`config.mk`:
```
export PLATFORM = sky130hd
export DESIGN_NAME = pe_buffer_sequencer_flat
export DESIGN_NICKNAME = d
export VERILOG_FILES = /design/src/rtl/pe_buffer_sequencer_if.sv /design/src/rtl/pe_buffer_sequencer.sv /design/src/flat_wrapper.sv
export SDC_FILE = /design/constraint.sdc
export NUM_CORES = 1
export LEC_CHECK = 0
export BUFFER_PORTS_ARGS = -buffer_cell sky130_fd_sc_hd__buf_4
export CAP_MARGIN = 20
export CORE_UTILIZATION = 55
export CTS_BUF_LIST = sky130_fd_sc_hd__clkbuf_4 sky130_fd_sc_hd__clkbuf_8
export CTS_CLUSTER_DIAMETER = 60
export DETAILED_ROUTE_END_ITERATION = 10
export PLACE_DENSITY = 0.78
export SYNTH_ARGS = -nofsm -noshare
export SYNTH_HDL_FRONTEND = slang
export SYNTH_SLANG_ARGS = --single-unit
```
`constraint.sdc`:
```
create_clock -name clk -period 3.6 [get_ports clk]
set_input_delay 0.72 -clock clk [delete_from_list [all_inputs] [get_ports clk]]
set_output_delay 0.72 -clock clk [all_outputs]
set_load 0.05 [all_outputs]
```
`src/rtl/pe_buffer_sequencer_if.sv`:
```
// ---------------------------------------------------------------------------
// pe_buffer_sequencer_if
//
// Purpose: bundles the control, circular-buffer, MAC and psum handshake
// signals between the PE buffer sequencer and the rest of the PE.
//
// Signals:
//   start, abort        job control from the PE controller
//   num_out             number of psums in the job (CNT_WIDTH bits)
//   ifmap_valid         ifmap circular buffer is not empty
//   filt_valid          filter circular buffer is not empty
//   psum_ready          downstream psum logic can accept a psum
//   ifmap_read_en       pop one ifmap element
//   filt_read_en        pop one filter element
//   mac_en, acc_clr     multiply-accumulate enable / accumulator load
//   psum_write_en       accumulator holds a finished psum
//   busy, done          job status
//
// Modports:
//   master  the sequencer (drives enables and status)
//   slave   buffers, datapath and job controller around it
// ---------------------------------------------------------------------------
interface pe_buffer_sequencer_if #(
  parameter int CNT_WIDTH = 8
);

  logic                 start;
  logic                 abort;
  logic [CNT_WIDTH-1:0] num_out;
  logic                 ifmap_valid;
  logic                 filt_valid;
  logic                 psum_ready;
  logic                 ifmap_read_en;
  logic                 filt_read_en;
  logic                 mac_en;
  logic                 acc_clr;
  logic                 psum_write_en;
  logic                 busy;
  logic                 done;

  modport master (
    input  start,
    input  abort,
    input  num_out,
    input  ifmap_valid,
    input  filt_valid,
    input  psum_ready,
    output ifmap_read_en,
    output filt_read_en,
    output mac_en,
    output acc_clr,
    output psum_write_en,
    output busy,
    output done
  );

  modport slave (
    output start,
    output abort,
    output num_out,
    output ifmap_valid,
    output filt_valid,
    output psum_ready,
    input  ifmap_read_en,
    input  filt_read_en,
    input  mac_en,
    input  acc_clr,
    input  psum_write_en,
    input  busy,
    input  done
  );

endinterface

```
`src/rtl/pe_buffer_sequencer.sv`:
```
// ---------------------------------------------------------------------------
// pe_buffer_sequencer
//
// Purpose: sequences one processing element's filter and ifmap circular
// buffers into its MAC datapath. For each of num_out psums it pops FILT_LEN
// matched filter/ifmap pairs, drives mac_en/acc_clr one cycle after each pop
// (buffer data arrives the cycle after the read), waits one DRAIN cycle for
// the last MAC, then offers the psum downstream until psum_ready is seen.
//
// Parameters:
//   FILT_LEN   elements per filter window (MACs per psum), 1..2^CNT_WIDTH-1
//   CNT_WIDTH  width of element counter, output counter and num_out
//
// Ports:
//   clk   clock, rising edge
//   rst   asynchronous active-low reset
//   seq   pe_buffer_sequencer_if.master (control, buffer, MAC, psum signals)
// ---------------------------------------------------------------------------
module pe_buffer_sequencer #(
  parameter int FILT_LEN  = 4,
  parameter int CNT_WIDTH = 8
) (
  input  logic                    clk,
  input  logic                    rst,
  pe_buffer_sequencer_if.master   seq
);

  typedef enum logic [2:0] {
    IDLE,
    RUN,
    DRAIN,
    WRITE,
    DONE
  } state_t;

  localparam logic [CNT_WIDTH-1:0] LAST_ELEM = CNT_WIDTH'(FILT_LEN - 1);
  localparam logic [CNT_WIDTH-1:0] CNT_ONE   = CNT_WIDTH'(1);
  localparam logic [CNT_WIDTH-1:0] CNT_ZERO  = '0;

  state_t               state;
  state_t               state_nxt;
  logic [CNT_WIDTH-1:0] elem_cnt;
  logic [CNT_WIDTH-1:0] out_cnt;
  logic [CNT_WIDTH-1:0] num_out_q;
  logic                 mac_en_q;
  logic                 acc_clr_q;
  logic                 pop;
  logic                 window_last;
  logic                 job_last;
  logic                 cancel;

  // Abort only has an effect once a job is in flight.
  assign cancel      = seq.abort && (state != IDLE);
  assign window_last = (elem_cnt == LAST_ELEM);
  assign job_last    = (out_cnt == (num_out_q - CNT_ONE));

  // State register.
  always_ff @(posedge clk or negedge rst) begin
    if (!rst) begin
      state <= IDLE;
    end else begin
      state <= state_nxt;
    end
  end

  // Next-state logic. Abort overrides every transition out of a busy state.
  always_comb begin
    state_nxt = state;
    case (state)
      IDLE: begin
        if (seq.start) begin
          state_nxt = (seq.num_out == CNT_ZERO) ? DONE : RUN;
        end
      end
      RUN: begin
        if (pop && window_last) begin
          state_nxt = DRAIN;
        end
      end
      DRAIN: begin
        state_nxt = WRITE;
      end
      WRITE: begin
        if (seq.psum_ready) begin
          state_nxt = job_last ? DONE : RUN;
        end
      end
      DONE: begin
        state_nxt = IDLE;
      end
      default: begin
        state_nxt = IDLE;
      end
    endcase
    if (cancel) begin
      state_nxt = IDLE;
    end
  end

  // Output logic. Read enables are combinational so a pop happens in the
  // same cycle both buffers report data; they are suppressed during abort.
  always_comb begin
    pop               = 1'b0;
    if ((state == RUN) && !seq.abort) begin
      pop = seq.ifmap_valid && seq.filt_valid;
    end
    seq.ifmap_read_en = pop;
    seq.filt_read_en  = pop;
    seq.mac_en        = mac_en_q;
    seq.acc_clr       = acc_clr_q;
    seq.psum_write_en = (state == WRITE);
    seq.busy          = (state != IDLE);
    seq.done          = (state == DONE);
  end

  // Counters and MAC controls. mac_en trails its pop by one cycle because
  // popped data is valid the following cycle; an in-flight mac_en still
  // fires after an abort since the data has already left the buffers.
  // acc_clr marks the first pair of each window so the accumulator loads
  // instead of adding to the previous psum.
  always_ff @(posedge clk or negedge rst) begin
    if (!rst) begin
      elem_cnt  <= '0;
      out_cnt   <= '0;
      num_out_q <= '0;
      mac_en_q  <= 1'b0;
      acc_clr_q <= 1'b0;
    end else begin
      mac_en_q  <= pop;
      acc_clr_q <= pop && (elem_cnt == CNT_ZERO);
      if (cancel) begin
        elem_cnt <= '0;
        out_cnt  <= '0;
      end else begin
        case (state)
          IDLE: begin
            if (seq.start) begin
              num_out_q <= seq.num_out;
              elem_cnt  <= '0;
              out_cnt   <= '0;
            end
          end
          RUN: begin
            if (pop) begin
              elem_cnt <= window_last ? CNT_ZERO : (elem_cnt + CNT_ONE);
            end
          end
          WRITE: begin
            if (seq.psum_ready && !job_last) begin
              out_cnt <= out_cnt + CNT_ONE;
            end
          end
          default: begin
          end
        endcase
      end
    end
  end

endmodule

```
`src/flat_wrapper.sv`:
```
// flat-port wrapper written by rule: the top's interface ports become plain ports
module pe_buffer_sequencer_flat 
#(
  parameter int FILT_LEN  = 4,
  parameter int CNT_WIDTH = 8
)
  (clk, rst, seq_start, seq_abort, seq_num_out, seq_ifmap_valid, seq_filt_valid, seq_psum_ready, seq_ifmap_read_en, seq_filt_read_en, seq_mac_en, seq_acc_clr, seq_psum_write_en, seq_busy, seq_done);
  pe_buffer_sequencer_if #(.CNT_WIDTH(CNT_WIDTH)) seq_i ();
  input  logic clk;
  input  logic rst;
  input wire logic [$bits(seq_i.start)-1:0] seq_start;
  input wire logic [$bits(seq_i.abort)-1:0] seq_abort;
  input wire logic [$bits(seq_i.num_out)-1:0] seq_num_out;
  input wire logic [$bits(seq_i.ifmap_valid)-1:0] seq_ifmap_valid;
  input wire logic [$bits(seq_i.filt_valid)-1:0] seq_filt_valid;
  input wire logic [$bits(seq_i.psum_ready)-1:0] seq_psum_ready;
  output wire logic [$bits(seq_i.ifmap_read_en)-1:0] seq_ifmap_read_en;
  output wire logic [$bits(seq_i.filt_read_en)-1:0] seq_filt_read_en;
  output wire logic [$bits(seq_i.mac_en)-1:0] seq_mac_en;
  output wire logic [$bits(seq_i.acc_clr)-1:0] seq_acc_clr;
  output wire logic [$bits(seq_i.psum_write_en)-1:0] seq_psum_write_en;
  output wire logic [$bits(seq_i.busy)-1:0] seq_busy;
  output wire logic [$bits(seq_i.done)-1:0] seq_done;
  assign seq_i.start = seq_start;
  assign seq_i.abort = seq_abort;
  assign seq_i.num_out = seq_num_out;
  assign seq_i.ifmap_valid = seq_ifmap_valid;
  assign seq_i.filt_valid = seq_filt_valid;
  assign seq_i.psum_ready = seq_psum_ready;
  assign seq_ifmap_read_en = seq_i.ifmap_read_en;
  assign seq_filt_read_en = seq_i.filt_read_en;
  assign seq_mac_en = seq_i.mac_en;
  assign seq_acc_clr = seq_i.acc_clr;
  assign seq_psum_write_en = seq_i.psum_write_en;
  assign seq_busy = seq_i.busy;
  assign seq_done = seq_i.done;
  pe_buffer_sequencer #(.FILT_LEN(FILT_LEN), .CNT_WIDTH(CNT_WIDTH)) u_core (.clk(clk), .rst(rst), .seq(seq_i));
endmodule
```
### Word-level counts from Yosys, hierarchy flattened

Index checks and enable logic that the tools add are counted.

| word-level totals | value |
|---|---|
| bits in registers | 29 |
| input port bits | 15 |
| output and inout port bits | 7 |

| cells by class | value |
|---|---|
| add/subtract/negate cells | 3 |
| equality and inequality tests | 11 |
| muxes and demuxes | 16 |
| bitwise operators | 1 |
| reductions and logical operators | 18 |

Operators with widths:

| kind | number |
|---|---|
| 8-bit 2-to-1 mux | 6 |
| 8-bit case mux with 2 select lines | 2 |
| 3-bit 2-to-1 mux | 6 |
| 8-bit by 1-bit adder with 8-bit output, second input constant | 2 |
| 8-bit logical NOT | 2 |
| 3-bit case mux with 4 select lines | 1 |
| 3-bit AND reduction | 4 |
| 3-bit by 1-bit != test with 1-bit output, second input constant | 3 |
| 3-bit nonzero test | 3 |
| 8-bit by 2-bit == test with 1-bit output, second input constant | 1 |
| 8-bit == test | 1 |
| 8-bit by 1-bit subtractor with 8-bit output, second input constant | 1 |
| 3-bit by 2-bit == test with 1-bit output, second input constant | 2 |
| 1-bit logical AND | 6 |
| 3-bit by 2-bit != test with 1-bit output, second input constant | 2 |
| 3-bit by 1-bit == test with 1-bit output, second input constant | 1 |
| 3-bit == test, second input constant | 1 |
| 3-bit logical NOT | 1 |
| 1-bit logical NOT | 2 |
| 1-bit 2-to-1 mux | 1 |
| 1-bit inverter | 1 |

### Depth between registers and ports, before layout

Gate-level depths: netlist of run 1.

| logic depth | value |
|---|---|
| depth in word-level cells | 7 |
| gate-level depth with buffers | 9 |

### Least setup slack after synthesis of run 1

Ideal clock, no wire load.

| path | value |
|---|---|
| path type | input to output |
| from | in seq_abort |
| to | out seq_ifmap_read_en |
| data arrival time | 1.935 ns |
| path slack | 0.945 ns |
| cell stages on the path | 3 |
| path buffers | 1 |
| cells stage by stage | nor4b_2 > and3_1 > buf_4 |

| between the ends | value |
|---|---|
| longest elaborated chain between the ends | 3 |

Ends and longest elaborated chain:

| what | RTL line | RTL |
|---|---|---|
| start: declaration | flat_wrapper.sv:12 | `input wire logic [$bits(seq_i.abort)-1:0] seq_abort;` |
| 1-bit logical NOT | pe_buffer_sequencer.sv:104 | `if ((state == RUN) && !seq.abort) begin` |
| 1-bit logical AND | pe_buffer_sequencer.sv:104 |  |
| 1-bit 2-to-1 mux | pe_buffer_sequencer.sv:104 |  |
| end: declaration | flat_wrapper.sv:17 | `output wire logic [$bits(seq_i.ifmap_read_en)-1:0] seq_ifmap_read_en;` |

No other way between the ends.

### Final worst setup path of run 1

| path | value |
|---|---|
| from | reg u_core.num_out_q[0] |
| to | reg u_core.out_cnt[5] |

| between the ends | value |
|---|---|
| longest elaborated chain between the ends | 6 |

Ends and longest elaborated chain:

| what | RTL line | RTL |
|---|---|---|
| start: declaration | pe_buffer_sequencer.sv:44 | `logic [CNT_WIDTH-1:0] num_out_q;` |
| start signal: assignment | pe_buffer_sequencer.sv:138 | `num_out_q <= seq.num_out;` |
| 8-bit by 1-bit subtractor with 8-bit output | pe_buffer_sequencer.sv:55 | `assign job_last = (out_cnt == (num_out_q - CNT_ONE));` |
| 8-bit == test | pe_buffer_sequencer.sv:55 |  |
| 1-bit logical NOT | pe_buffer_sequencer.sv:149 | `if (seq.psum_ready && !job_last) begin` |
| 1-bit logical AND | pe_buffer_sequencer.sv:149 |  |
| 3-bit by 1-bit != test with 1-bit output (no line) | -- |  |
| 3-bit AND reduction (no line) | -- |  |
| end signal: assignment | pe_buffer_sequencer.sv:150 | `out_cnt <= out_cnt + CNT_ONE;` |
| end: declaration | pe_buffer_sequencer.sv:43 | `logic [CNT_WIDTH-1:0] out_cnt;` |

No other way between the ends.
A chain may end at the register's enable or synchronous reset.

==> results of run 1 <==
worst max-delay path: cells and delay by family (launching register included):
kind,cells,cell delay (ps)
compound gates,5,1130
simple gates,2,700
flops,1,430
fa+ha+maj,1,200
buf+inv,1,110
cell type report:
type	instances	area, um^2
clock buffer	7	65.1
clock inverter	1	5.00
fill	262	1060
inverter	8	30.0
multi-input combinational	150	1050
sequential	29	726
tap	44	55.1
timing repair buffer	21	158
placed cells by master, fill, tap and decap left out, drive strengths merged, types with 2 or more instances in the layout:
master / count
a31oi: 8
nand3: 8
nor2: 10
buf: 21
and3: 9
xnor2: 7
o21ai: 15
or3: 6
ha: 4
nand2b: 3
o211ai: 2
mux2: 6
mux2i: 5
inv: 8
nand4b: 2
dfrtp: 29
nand2: 18
nand3b: 4
nor3b: 2
or4: 3
a21oi: 3
clkbuf: 7
or2: 3
o21a: 2
and2b: 2
nor3: 8
nor4: 4
metrics by stage:
step | total power [uW] | util (%) | std cells | hold slack [ps]
after floorplan | 1010 | - | 198 | 424
after global placement | 1090 | 64.2 | 252 | 510
after detailed placement | 1130 | 64.2 | 252 | 530
after CTS | 1370 | 66.4 | 260 | 293
after global routing | 1450 | 66.4 | 260 | 304
final | 1360 | 66.4 | 260 | 296
state kept, by name (all words and copies together) (netlist names):
signal / cells
u_core.seq.acc_clr: 1
u_core.out_cnt: 8
u_core.state: 3
u_core.num_out_q: 8
u_core.seq.mac_en: 1
u_core.elem_cnt: 8
power breakdown:
group | internal (uW) | leakage, uW | total [uW] | switching (uW)
Clock | 113 | 0.0000413 | 231 | 118
Sequential | 395 | 0.000384 | 504 | 109
Combinational | 271 | 0.000481 | 622 | 351
Total | 779 | 0.000907 | 1360 | 578
routing by layer:
| metal | track usage (%) | share of wire, % |
|---|---|---|
| met5 | 0 | 0 |
| met4 | 11.3 | 2.0 |
| met3 | 6.18 | 3.5 |
| met2 | 44.3 | 53 |
| met1 | 29.3 | 42 |
cell families (layout without fill, tap and decap cells):
logic type | count (synthesis) | after routing | synth area share [%]
and+or+nand+nor | 86 | 86 | 26.9
AOI/OAI and AO/OA | 41 | 41 | 16.4
DFF | 29 | 29 | 38.7
buffers and inverters | 19 | 37 | 4.94
muxes | 11 | 11 | 6.28
xor gates and xnor gates | 8 | 8 | 4.14
adders and majority gates | 4 | 4 | 2.67
final timing paths:
kind,start,endpoint,cells past startpoint
setup / recovery,u_core.num_out_q[0]$_DFFE_PN0P_,u_core.out_cnt[5]$_DFFE_PN0P_,9
hold / removal,rst,u_core.state[2]$_DFFE_PN0P_,1
max in group asynchronous,rst,u_core.seq.acc_clr$_DFF_PN0_,1
setup reg to reg,u_core.num_out_q[0]$_DFFE_PN0P_,u_core.out_cnt[5]$_DFFE_PN0P_,9
hold reg to reg,u_core.elem_cnt[0]$_DFFE_PN0P_,u_core.elem_cnt[0]$_DFFE_PN0P_,1
min in group clk,u_core.elem_cnt[0]$_DFFE_PN0P_,u_core.elem_cnt[0]$_DFFE_PN0P_,1
==> flow_summary.toml, run 1 <==
[status]
outcome = "finished clean"

[global_routing]
grt_overflow_total = 0
grt_pass1_vias = 1518
grt_max_degree = 30
antenna_found_initial = 0
track_usage_pct = 25.3
grt_pass1_wl_um = 6740

[worst_setup_path]
crit_path_top_delay_cell = "nor3b_1"
cp-end-kind = "flop"
cp-start-kind = "flop"
worst_ep_required_time_ps = 3850
r2r_slack_ps = 940
path_class = "reg -> reg"
crit_fanout = 9
max_stage_delay_ps = 530
crit_chain = "inv_1, ha_1, nor3b_1, nand4b_1, a41oi_1, o21a_2, a21oi_4, a221o_4, a31oi_1"
worstPathArrival_ps = 2910

[detailed_routing]
ant_nets = 0
post_drt_wl_per_cell_um = 15.2
vias = 1580
vias_per_cell = 6.08
drt_iter0_markers = 106
routed_wl_um = 3940
dr.pass1.iters = 5
drc = 0

[sta]
fin_ws_ps = 942
fmax_mhz = 376
fin_crit_ps = 2660
slew_headroom_pct = 35.3
skew_ps = 5.57
tightest_slew_ps = 970
rsz0062_at_grt = "no"
finalHoldViolCount = 0
maxSlewViolCount = 0
setup_viol_count_final = 0
fin_crit_sh_pct = 73.8
tns_ps = 0

[final_layout]
antenna_cells = 0
area_growth_pct = 11.8
drive_gt1_share_pct = 22.2
final_area_mm2 = 0.00209
final_nets = 234

[placement]
port_buffers = 21
place_ws_ps = 950
gp_congestion = 0.828
dp_hpwl_um = 2950
dpl_cell_area_mm2 = 0.00202

[synth]
synth_most_common_cell = "dfrtp_1"
synth.distinct_cells = 61
avgSynthCellArea_um2 = 9.46
async_flop_share_pct = 100
synthFlopType = "dfrtp_1"
yosys-top-cells-count = "dfrtp_1, nand2_1, and3_1, o21ai_1"
synthCells = 198
synth_area_leaders = "dfrtp_1, nand2_1, and3_1"
synth_area_mm2 = 0.00187
ys_seq_area_share_pct = 38.7
synth-edff-count = 0
synth_fp_nets = 217
yosysTopAreaCell = "dfrtp_1"
ys_warn_count = 0
synth_top_area_share_pct = 38.7
ys_ff_latch = 29

[cts]
cts_hold_buffers = 0
h-tree-depth = 2
post_cts_buffers = 0
cts_root_buf = "clkbuf_4"
cts.sinks = 29
clkTransAtPathRegs_ps = 100
cts_tree = "yes"
cts_resized = 0
cts_buffers = 5
clockBufferDepth = 2
clk_latency_ps = 330

[worst_hold_path]
hold_path_class = "in -> async"

[pwr]
p_leak_uw = 0.000907
powerDensity_mw_per_mm2 = 648
peakVddDrop_v = 0.000317

[floorplanning]
num_rows = 20
core-area_mm2 = 0.00315
die_h_um = 60.4
die-area_mm2 = 0.00364
start_util_pct = 59.4
die_w_um = 60.4
io_pins = 22

[job]
maxCapViolCount = 0
(Power assumes the default switching activity.)
==> run 2: changes to the inputs <==
--- a/config.mk
+++ b/config.mk
@@ -5,13 +5,14 @@
 export SDC_FILE = /design/constraint.sdc
 export NUM_CORES = 1
 export LEC_CHECK = 0
+export ABC_AREA = 1
 export BUFFER_PORTS_ARGS = -buffer_cell sky130_fd_sc_hd__buf_4
 export CAP_MARGIN = 20
-export CORE_UTILIZATION = 55
+export CORE_UTILIZATION = 54
 export CTS_BUF_LIST = sky130_fd_sc_hd__clkbuf_4 sky130_fd_sc_hd__clkbuf_8
 export CTS_CLUSTER_DIAMETER = 60
 export DETAILED_ROUTE_END_ITERATION = 10
-export PLACE_DENSITY = 0.78
+export PLACE_DENSITY = 0.8
 export SYNTH_ARGS = -nofsm -noshare
 export SYNTH_HDL_FRONTEND = slang
 export SYNTH_SLANG_ARGS = --single-unit
==> constraint.sdc (replaced) <==
create_clock -name clk -period 2.25 [get_ports clk]
set_input_delay 0.45 -clock clk [delete_from_list [all_inputs] [get_ports clk]]
set_output_delay 0.45 -clock clk [all_outputs]
set_load 0.05 [all_outputs]
==> run 2 against run 1 <==
  * Global-route usage fell by 2.0 points
  * Count of clock-buffer cells in the layout stayed put
  * Sequential cell count is the same
  * Largest cell class unchanged
  * Synthesized cell count grew 38%
  * First-iteration DRC count rose by 64%
  * Sequential power is 49% higher
  * Clock skew increased by 0.88 ps
  * Critical endpoint is now seq_ifmap_read_en
==> flow_summary.toml, run 2 <==
[detailed_routing]
post_drt_wl_per_cell_um = 10.9
vias_per_cell = 5.07
dr.pass1.iters = 4
routed_wl_um = 3750
ant_nets = 0
vias = 1739
drt_iter0_markers = 174
drc = 0

[synth]
synth_most_common_cell = "nand2_1"
synth_top_family_by_area = "simple AND/OR/NAND/NOR gates"
async_flop_share_pct = 100
yosys.area_share.simple_pct = 37.7
avgSynthCellArea_um2 = 6.96
synth.distinct_cells = 27
yosys-top-cells-count = "nand2_1, inv_1, nor2_1, dfrtp_1, nand3_1"
synth-edff-count = 0
yosysTopAreaCell = "dfrtp_1"
ys_seq_area_share_pct = 38.2
synth_mux_area_share_pct = 0
synth_area_leaders = "dfrtp_1, nand2_1, inv_1"
ys_ff_latch = 29
synthFlopType = "dfrtp_1"
synth_xor_area_share_pct = 4.15
synthAdderAreaFrac_pct = 2.63
ys_warn_count = 0
synth_compound_area_share_pct = 7.44
synth_top_area_share_pct = 38.2
synth_area_mm2 = 0.00190
synth_fp_nets = 292
synthCells = 273

[cts]
h-tree-depth = 2
cts.sinks = 29
cts_tree = "yes"
clockBufferDepth = 2
post_cts_buffers = 0
clk_latency_ps = 330
cts_buffers = 5
cts_root_buf = "clkbuf_4"
clkTransAtPathRegs_ps = 90

[floorplanning]
io_pins = 22
die_h_um = 61.3
die_w_um = 61.3
core-area_mm2 = 0.00336
start_util_pct = 56.5
die-area_mm2 = 0.00376
num_rows = 21

[global_routing]
grt_max_degree = 30
grt_pass1_vias = 1513
antenna_found_initial = 0
grt_overflow_total = 0
grt_pass1_wl_um = 6290
track_usage_pct = 23.4

[worst_setup_path]
cp-start-kind = "flop"
worst_ep_required_time_ps = 1800
crit_path_top_delay_cell = "dfrtp_1"
cp_top_family = "simple AND/OR/NAND/NOR gates"
worst-path-stages = 6
worstPathArrival_ps = 1680
crit_fanout = 4
crit_chain = "nor2_4, nand2_1, nor2_2, inv_1, nor3_4, buf_4"
path_class = "reg -> out"
cp-end-kind = "output port"
max_stage_delay_ps = 430
reg2regPathDepth = 10
cp_num_buf_inv = 2

[sta]
skew_ps = 6.45
setup_viol_count_final = 0
fin_crit_sh_pct = 94.7
tightest_slew_ps = 472
slew_headroom_pct = 68.3
fin_crit_ps = 2130
fmax_mhz = 470
finalHoldViolCount = 0
tns_ps = 0
rsz0062_at_grt = "no"
maxSlewViolCount = 0

[pwr]
power.internal_uw = 1110
p_switching_uw = 941
clockPowerShare_pct = 16.0
peakVddDrop_v = 0.000444
seqPwrFrac_pct = 36.5
p_leak_uw = 0.00110
p_comb_share_pct = 47.5
powerDensity_mw_per_mm2 = 949
netSwitchingFraction_pct = 45.9

[final_layout]
multi_input_area_mm2 = 0.00100
final_nets = 316
area_growth_pct = 13.8
final_common_cell = "nand2_1"
layout_common_cells = "nand2_1, inv_1, nor2_1"
largest_registers = "u_core.elem_cnt: 8 flops, u_core.num_out_q: 8 flops, u_core.out_cnt: 8 flops"
antenna_cells = 0
drive_gt1_share_pct = 15.5
ff_latch_area_um2 = 726
fillerInstances = 320
final_cells = 343

[worst_hold_path]
hold_path_class = "in -> async"

[placement]
port_buffers = 21
dp_hpwl_um = 2870
dpl.cell_count = 336
gp_congestion = 0.880

[status]
outcome = "finished clean"

[job]
maxCapViolCount = 0
-- run 2: changes by cell type in the layout (fill, tap and decap cells not counted), sizes merged, moves of 5 or more --
cell   before  now
nand2      18   74
inv         8   42
nor2       10   43
nand3       8   27
and3        9    0
a31oi       8    0
mux2        6    0
or3         6    0
mux2i       5    0
o21ai      15   20
-- run 2: logic make-up after synthesis --
logic type | Yosys count
and+or+nand+nor | 160
adders and majority gates | 4
AOI/OAI and AO/OA | 25
xor gates and xnor gates | 9
DFF | 29
buffers and inverters | 46
-- run 2: cell type report --
class	count	share of cell area (%)
clock buffer	7	2.72
inverter	42	7.40
multi-input combinational	198	46.4
sequential	29	33.5
tap	46	2.66
timing repair buffer	21	7.29
-- run 2: repair_timing --
action / in CTS / in global routing
hold buffers: 0 / 0
hold endpoints to repair: 0 / 0
endpoints found under the setup margin: 0 / 9
gates resized for setup: 0 / 2
-- run 2: worst paths after layout --
| kind | end | slack (ps) | start |
|---|---|---|---|
| worst max-delay path | seq_ifmap_read_en | 120 | u_core.state[2]$_DFFE_PN0P_ |
| worst min-delay path | u_core.num_out_q[4]$_DFFE_PN0P_ | 30 | rst |
| worst max register to register | u_core.elem_cnt[3]$_DFFE_PN0P_ | 330 | u_core.state[2]$_DFFE_PN0P_ |
| worst min register to register | u_core.num_out_q[1]$_DFFE_PN0P_ | 530 | u_core.num_out_q[1]$_DFFE_PN0P_ |
| max in group asynchronous | u_core.out_cnt[6]$_DFFE_PN0P_ | 1940 | rst |
| min in group clk | u_core.num_out_q[3]$_DFFE_PN0P_ | 400 | seq_num_out[3] |
-- run 2: power by group through the flow --
stage                     sequential (uW)  combinational, uW  clock (uW)
after floorplan                       740                779           0
after global placement                757                958           0
after detailed placement              762                966           0
after CTS                             751                974         338
after global routing                  770               1130         358
final                                 750                974         328
-- run 2: metal layers --
layer / vias up / GRT usage (%) / share of wire, %
met2: 23 / 41.1 / 50
met4: 0 / 9.42 / 1.6
met5: - / 0 / 0
li1: 904 / - / -
met1: 804 / 26.9 / 45
met3: 8 / 6.09 / 3.2
-- run 2: metrics by stage --
stage	hold WS, ps	cell area [um^2]	util (%)	setup WS [ps]	total power [uW]
6_report	32.4	2160	64.3	120	2050
5_1_grt	44.9	2160	64.3	4.29	2260
4_1_cts	34.1	2160	64.2	50.7	2060
3_5_place_dp	396	2100	62.4	240	1730
3_3_place_gp	395	2100	62.4	311	1720
2_1_floorplan	154	1910	-	152	1520
==> run 3: changes to the inputs <==
--- a/config.mk
+++ b/config.mk
@@ -8,11 +8,12 @@
 export ABC_AREA = 1
 export BUFFER_PORTS_ARGS = -buffer_cell sky130_fd_sc_hd__buf_4
 export CAP_MARGIN = 20
-export CORE_UTILIZATION = 54
+export CORE_MARGIN = 4
+export CORE_UTILIZATION = 45
 export CTS_BUF_LIST = sky130_fd_sc_hd__clkbuf_4 sky130_fd_sc_hd__clkbuf_8
 export CTS_CLUSTER_DIAMETER = 60
 export DETAILED_ROUTE_END_ITERATION = 10
-export PLACE_DENSITY = 0.8
+export PLACE_DENSITY = 0.69
 export SYNTH_ARGS = -nofsm -noshare
 export SYNTH_HDL_FRONTEND = slang
 export SYNTH_SLANG_ARGS = --single-unit
==> run 3 against run 2 <==
  * Sequential power barely moved
  * Non-clock buffer count did not move
  * Fmax rose by 3.4%
  * Die area rose by 42%
  * Register-to-register slack got worse by 20 ps
  * Total power rose by 6.1%
  * Critical path type unchanged
  * Highest routed layer unchanged
==> flow_summary.toml, run 3 (synthesis gave the netlist of run 2 again) <==
[floorplanning]
die_h_um = 73.0
io_pins = 22
die-area_mm2 = 0.00533
start_util_pct = 47.2
num_rows = 23
die_w_um = 73.0
core-area_mm2 = 0.00403

[detailed_routing]
vias = 1729
dr.pass1.iters = 4
drt_iter0_markers = 116
post_drt_wl_per_cell_um = 11.4
ant_nets = 0
routed_wl_um = 3970
vias_per_cell = 4.98
drc = 0

[final_layout]
largest_registers = "u_core.elem_cnt: 8 flops, u_core.num_out_q: 8 flops, u_core.out_cnt: 8 flops"
multi_input_area_mm2 = 0.00101
antenna_cells = 0
drive_gt1_share_pct = 15.5
fillerInstances = 401
final_nets = 316
layout_common_cells = "nand2_1, inv_1, nor2_1"
final_common_cell = "nand2_1"
ff_latch_area_um2 = 726
area_growth_pct = 16.0
final_util_pct = 54.7

[cts]
cts_buffers = 5
cts_tree = "yes"
clk_latency_ps = 280
clockBufferDepth = 2
clkTransAtPathRegs_ps = 60
cts_root_buf = "clkbuf_8"
h-tree-depth = 2
cts.sinks = 29

[worst_setup_path]
cp_num_buf_inv = 2
cp-startpoint = "u_core.state[2]$_DFFE_PN0P_"
worstPathArrival_ps = 1610
worst_ep_required_time_ps = 1800
cp-end-kind = "output port"
cp-start-kind = "flop"
crit_chain = "nor2_4, nand2_1, nor2_2, inv_1, nor3_4, buf_4"
r2r-end = "u_core.elem_cnt[3]$_DFFE_PN0P_"
max_stage_delay_ps = 420
crit_fanout = 4
r2r_slack_ps = 310
cp_top_family = "simple AND/OR/NAND/NOR gates"
crit_path_top_delay_cell = "dfrtp_1"
path_class = "reg -> out"
reg2regPathDepth = 10
worstReg2RegStart = "u_core.state[2]$_DFFE_PN0P_"

[sta]
fin_ws_ps = 191
fmax_mhz = 486
slew_headroom_pct = 72.2
fin_crit_ps = 2060
maxSlewViolCount = 0
setup_viol_count_final = 0
tightest_slew_ps = 412
skew_ps = 1.37
tns_ps = 0
finalHoldViolCount = 0
rsz0062_at_grt = "no"
fin_crit_sh_pct = 91.5

[placement]
gp_congestion = 0.829
dp_hpwl_um = 3020
place_ws_ps = 253
port_buffers = 21

[global_routing]
antenna_found_initial = 0
use_met3_pct = 3.72
grt_max_degree = 30
grt_overflow_total = 0
grt_pass1_wl_um = 7040
grt_pass1_vias = 1612
use_met2_pct = 28.9
busiest_layer = "met2"
track_usage_pct = 17.1
grt.met1_usage_pct = 20.8

[pwr]
p_leak_uw = 0.00111
peakVddDrop_v = 0.000485
powerDensity_mw_per_mm2 = 988

[job]
maxCapViolCount = 0

[status]
outcome = "finished clean"

[worst_hold_path]
hold_path_class = "in -> async"
## run 3: changes by cell type in the layout (fill, tap and decap cells not counted)
cell / before / now
nand2_2: 3 / 2
clkbuf_4: 6 / 1
clkbuf_8: 1 / 6
nand2_4: 0 / 1
## run 3: worst max-delay path by stage
stage                     slack [ps]                            end  cells after the start
after global placement           300  u_core.out_cnt[0]$_DFFE_PN0P_                     15
after CTS                         80              seq_ifmap_read_en                      6
after global routing              70              seq_ifmap_read_en                      6
final                            190              seq_ifmap_read_en                      6
after floorplan                  150              seq_ifmap_read_en                      6
after detailed placement         250  u_core.out_cnt[7]$_DFFE_PN0P_                     15
## run 3: report_power, final
| group | total (uW) | switching (uW) | internal, uW | leakage, uW |
|---|---|---|---|---|
| Sequential | 750 | 127 | 624 | 0.000389 |
| Combinational | 984 | 651 | 333 | 0.000674 |
| Clock | 443 | 189 | 254 | 0.0000477 |
| Total | 2180 | 967 | 1210 | 0.00111 |
## run 3: repair_timing
| item | in CTS | in global routing |
|---|---|---|
| setup endpoints to repair | 0 | 10 |
| setup buffers | 0 | 0 |
| endpoints found under the hold margin | 0 | 0 |
| hold buffers | 0 | 0 |
| resized for setup | 0 | 3 |
## run 3: metal layers
metal / up-vias / routed length, um
met2: 34 / 1970
met5: - / 0
met3: 6 / 185
met1: 787 / 1750
li1: 902 / -
met4: 0 / 61
## run 3: worst reg2reg max path: stages (launching register included)
cell and delay [ps]:
dfrtp_1 420, nor2_4 180, inv_2 60, nor2_4 130, inv_2 70, or2_1 370, nand2_2 120, inv_2 50
o21ai_4 150, o21ai_0 130, nor3b_2 160
## run 3: final cells by class
cell class,count,area share [%]
multi-input combinational,198,45.7
sequential,29,32.9
inverter,42,7.26
timing repair buffer,21,7.15
clock buffer,7,4.09
tap,50,2.84
## run 3: per-stage QoR
| step | hold WS, ps | std cells | total power [uW] | cell area, um^2 |
|---|---|---|---|---|
| 2_1_floorplan | 154 | 273 | 1520 | 1910 |
| 3_3_place_gp | 399 | 340 | 1730 | 2100 |
| 3_5_place_dp | 399 | 340 | 1740 | 2100 |
| 4_1_cts | 98.1 | 347 | 2190 | 2190 |
| 5_1_grt | 114 | 347 | 2390 | 2200 |
| 6_report | 89.6 | 347 | 2180 | 2200 |
